--- config.mk ---
export PLATFORM = sky130hd
export DESIGN_NAME = mod_n_counter
export DESIGN_NICKNAME = d
export VERILOG_FILES = /design/src/rtl/mod_n_counter.sv
export SDC_FILE = /design/constraint.sdc
export NUM_CORES = 1
export LEC_CHECK = 0
export CELL_PAD_IN_SITES_DETAIL_PLACEMENT = 1
export CELL_PAD_IN_SITES_GLOBAL_PLACEMENT = 2
export CORE_MARGIN = 2
export CORE_UTILIZATION = 24
export CTS_CLUSTER_DIAMETER = 80
export DETAILED_ROUTE_END_ITERATION = 10
export PLACE_DENSITY_LB_ADDON = 0.08
export SYNTH_ARGS = -nofsm -noshare
export SYNTH_HDL_FRONTEND = slang
export SYNTH_SLANG_ARGS = --single-unit
--- constraint.sdc ---
create_clock -name clk -period 2.6 [get_ports clk]
set_clock_uncertainty 0.1 [all_clocks]
set_input_delay 0.26 -clock clk [delete_from_list [all_inputs] [get_ports clk]]
set_output_delay 0.26 -clock clk [all_outputs]
set_load 0.02 [all_outputs]
--- src/rtl/mod_n_counter.sv ---
// mod_n_counter: cascadable modulo-N up/down counter with load, wrap/load-error pulses and decimal digits
// Ports:
//    clk, rst           clock and synchronous active-high reset
//    en, cin            count enable and cascade carry-in; a step happens when both are 1
//    up                 direction, 1 = increment, 0 = decrement
//    load, load_val     synchronous parallel load; out-of-range values clamp to MODULUS-1
//    nums               registered count
//    cout               combinational terminal-count carry for the next stage
//    wrap, load_err     registered one-cycle pulses
//    tens, ones         combinational decimal digits of nums
module mod_n_counter #(
   parameter int MODULUS = 60,
   parameter int WIDTH   = 6
) (
   input  logic             clk,
   input  logic             rst,
   input  logic             en,
   input  logic             cin,
   input  logic             up,
   input  logic             load,
   input  logic [WIDTH-1:0] load_val,
   output logic [WIDTH-1:0] nums,
   output logic             cout,
   output logic             wrap,
   output logic             load_err,
   output logic [3:0]       tens,
   output logic [3:0]       ones
);
   localparam logic [WIDTH-1:0] MAX   = WIDTH'(MODULUS - 1);
   // one extra bit so MODULUS == 2**WIDTH still compares correctly
   localparam logic [WIDTH:0]   MOD_W = (WIDTH + 1)'(MODULUS);
   logic [WIDTH-1:0] nums_q, nums_d;
   logic             wrap_q, wrap_d;
   logic             err_q, err_d;
   logic             step, at_top, at_bot, in_range;
   logic [31:0]      n32;
   always_comb begin
      step     = en && cin;
      at_top   = nums_q == MAX;
      at_bot   = nums_q == '0;
      cout     = step && (up ? at_top : at_bot);
      in_range = {1'b0, load_val} < MOD_W;
      nums_d   = load ? (in_range ? load_val : MAX) :
                 step ? (up ? (at_top ? '0 : nums_q + 1'b1) : (at_bot ? MAX : nums_q - 1'b1)) :
                 nums_q;
      wrap_d   = !load && cout;
      err_d    = load && !in_range;
      n32      = 32'(nums_q);
      tens     = 4'(n32 / 32'd10);
      ones     = 4'(n32 % 32'd10);
   end
   always_ff @(posedge clk) begin
      if (rst) begin
         nums_q <= '0;
         wrap_q <= 1'b0;
         err_q  <= 1'b0;
      end else begin
         nums_q <= nums_d;
         wrap_q <= wrap_d;
         err_q  <= err_d;
      end
   end
   assign nums     = nums_q;
   assign wrap     = wrap_q;
   assign load_err = err_q;
endmodule
==> impl_metrics.csv, run 1 <==
group,metric,value,unit
final_layout,fin_nets,242,
route,drc,0,
logic_synthesis,ys_ff_latch,8,
placement,pre_cts_slack,-280.9,ps
worst_setup_path,r2r_end,"nums[2]",
placement,dpl_cell_area,0.001769,sq mm
power_and_ir_drop,p_per_area,386.6,mW/mm^2
cts,cts_root_buffer,"clkbuf_8",
logic_synthesis,syn_inst,169,
worst_setup_path,slowest_stage,"dfxtp_4",
worst_setup_path,r2r_start,"nums[1]",
global_route,grt_pass1_wl,7.141,mm
logic_synthesis,ys_top_cells_by_area,"dfxtp_1 (13%), ha_1 (9.4%), a21oi_1 (5.8%), nand2_1 (4.4%), buf_4 (3.7%)",
route,drtIter0Drc,53,
worst_setup_path,cp_cell_sequence,"inv_4, ha_4, inv_4, ha_4, nand2b_4, o21ai_4, buf_4, buf_4, a31o_2, a221o_1, buf_6",
cts,cts.htree.levels,1,
status,outcome,"complete, but fails checks",
global_route,antenna_found_initial,0,
die,core_area,0.004786,sq mm
logic_synthesis,netlist_area,0.001202,sq mm
timing,fin_crit_sh,101.2,%
cts,numCtsBuffers,3,
worst_setup_path,cpPeakStageDelay,350,ps
route,ant_nets,0,
logic_synthesis,async_reset_ff_share,0,%
placement,dp_cells,282,
die,die_h,74.78,microns
route,dr.max_layer_used,"met4",
hold_path,hold_class,"in2reg",
route,m1WireLength,2.105,mm
placement,place.gp.congestion,0.7726,
status,violations,"setup timing",
timing,whs,510.9,ps
route,wl_per_cell,14.96,microns
worst_setup_path,critPathBufInv,5,
final_layout,fin_area,0.001897,sq mm
worst_setup_path,crit_path_end_kind,"primary output",
logic_synthesis,synth_edf_count,0,
timing,tightest_slew,578.7,ps
timing,fin_crit,2630,ps
global_route,grt_overflow_total,0,
cts,clkTransAtPathRegs,50,ps
die,num_io_pins,29,
die,die_x,74.78,microns
timing,relSlewSlack,61.30,%
timing,setup_violations,2,
global_route,grt_max_degree,21,
route,met3_length,125,microns
timing,max_freq,380.2,MHz
flow_run,max-cap-violations,0,
final_layout,finalNonFillerCells,287,
worst_setup_path,crit_start,"nums[3]",
die,placementRows,25,
route,vias_per_cell,5.028,
final_layout,fillCellCount,590,
final_layout,antennaDiodeCount,0,
logic_synthesis,synth_largest_area_cell,"dfxtp_1",
final_layout,area_growth,57.75,%
cts,cts_tree,"built",
timing,rsz0062_at_grt,"yes",
power_and_ir_drop,finalPower,0.0007333,W
worst_setup_path,ff2ff_setup_slack,490,ps
logic_synthesis,netlist-cell-type-count,55,
placement,hpwlAfterDp,3.377,mm
worst_setup_path,worstPathArrival,2270,ps
timing,hold_viol_final,0,
die,dieArea,0.005592,sq mm
worst_setup_path,critPathTopFamily,"compound AO/OA/AOI/OAI gates",
logic_synthesis,syn_nets,190,
route,dr.pass1.iters,4,
route,drt-total-wl,4.294,mm
worst_setup_path,critPathLaunchType,"flip-flop",
logic_synthesis,synthFlopType,"dfxtp_1",
die,start_util,25.12,%
worst_setup_path,crit_type,"reg2out",
worst_setup_path,worst-path-stages,11,
logic_synthesis,ys_seq_area_share,13.32,%
cts,cts_hold_buf,0,
global_route,grt_pass1_vias,1487,
timing,fin_ws,-30.01,ps
global_route,grt_usage,16.66,%
worst_setup_path,crit_end,"ones[2]",
power_and_ir_drop,peakVddDrop,0.0001997,V
cts,clock_latency,230,ps
timing,slew_violations,0,
cts,clockBufferDepth,2,
worst_setup_path,path_max_fanout,4,
logic_synthesis,yosys.area.top_type_share,13.32,%
worst_setup_path,required,2240,ps
logic_synthesis,synth.top_cells.by_count,"a21oi_1 (14), nand2_1 (14), inv_1 (11), nor2_1 (11), ha_1 (9)",
logic_synthesis,yosys_warnings,0,
worst_setup_path,reg2regPathDepth,8,
logic_synthesis,syn_area_per_cell,7.115,sq um
power_and_ir_drop,p_leak,0.7435,nW
cts,clock-sinks,8,
placement,port-buffer-count,27,
route,met2WireLength,2.015,mm
route,num_vias,1443,
final_layout,drive_above_1_share,30.00,%
[cell type report]
type	count	area (sq um)	share of cell area, %
Clock buffer	4	45.04	2.375
Inverter	11	48.80	2.573
Tap cell	67	83.83	4.420
Sequential cell	8	168.9	8.905
Timing Repair Buffer	62	534.3	28.17
Multi-Input combinational cell	135	1016	53.56
[worst min-delay path: cells and delay by family]
family	cells	cell delay, ps
buffers and inverters	2	450
AOI/OAI and AO/OA	1	70
[worst min path at each step]
| stage | start | cells after the start | endpoint |
|---|---|---|---|
| final | load_val[1] | 3 | nums[1] |
| after detailed placement | nums[1] | 2 | nums[1] |
| after global routing | load_val[0] | 3 | nums[0] |
| after CTS | load_val[0] | 3 | nums[0] |
| after global placement | nums[1] | 2 | nums[1] |
| after floorplan | load_val[3] | 2 | nums[3] |
[kinds of logic after synthesis]
logic type | share of synthesized area, %
AO/OA/AOI/OAI | 34.44
XOR/XNOR | 2.186
adder cells (fa/ha/maj) | 9.365
buffers and inverters | 11.03
flip-flops | 13.32
multiplexers | 2.601
other | 0.3119
AND/OR/NAND/NOR | 26.74
[flip-flops by register name (all words and copies together) (netlist names)]
signal,flops
nums,6
load_err,1
wrap,1
[per-stage QoR]
stage | setup TNS, ps | util (%)
global route | -380.7 | 39.63
detailed placement | -710.8 | 36.97
CTS | -104.3 | 38.46
floorplan | -12.68 | -
finish | -41.04 | 39.63
global placement | -643.8 | 36.97
[layer usage]
layer	global-route usage (%)	up-vias
li1	-	720
met1	21.95	697
met2	26.94	22
met3	3.882	4
met4	5.357	0
met5	0	-
[placed cells by master (no fill, tap or decap), types with 5 or more instances in the layout]
cell type,Yosys,final
a21oi_1,14,12
dfxtp_1,8,5
nand3_1,7,7
o21ai_1,5,5
inv_1,11,8
o21ai_0,8,7
buf_4,6,34
ha_1,9,7
clkdlybuf4s50_1,0,22
nor3_1,5,5
nor2_1,11,10
nand2_1,14,14
[power breakdown]
part | internal [W] | leakage (nW) | switching (W)
sequential | 0.000131 | 0.0676 | 0.0000163
combinational | 0.000210 | 0.653 | 0.000217
clock | 0.000107 | 0.0228 | 0.0000530
total | 0.000447 | 0.743 | 0.000286
[timing repair]
item / 4_1_cts / 5_1_grt
gates resized for setup: 25 / 11
hold endpoints to repair: 0 / 0
pin swaps: 1 / 7
endpoints found under the setup margin: 5 / 6
gates cloned: 0 / 0
setup buffers: 0 / 2
(Power assumes the default switching activity.)
==> inputs of run 2 (changes only) <==
Settings changed: CAP_MARGIN set to 20.
==> results of run 2 <==
The final DEF is identical to that of run 1; final timing and power are the same.
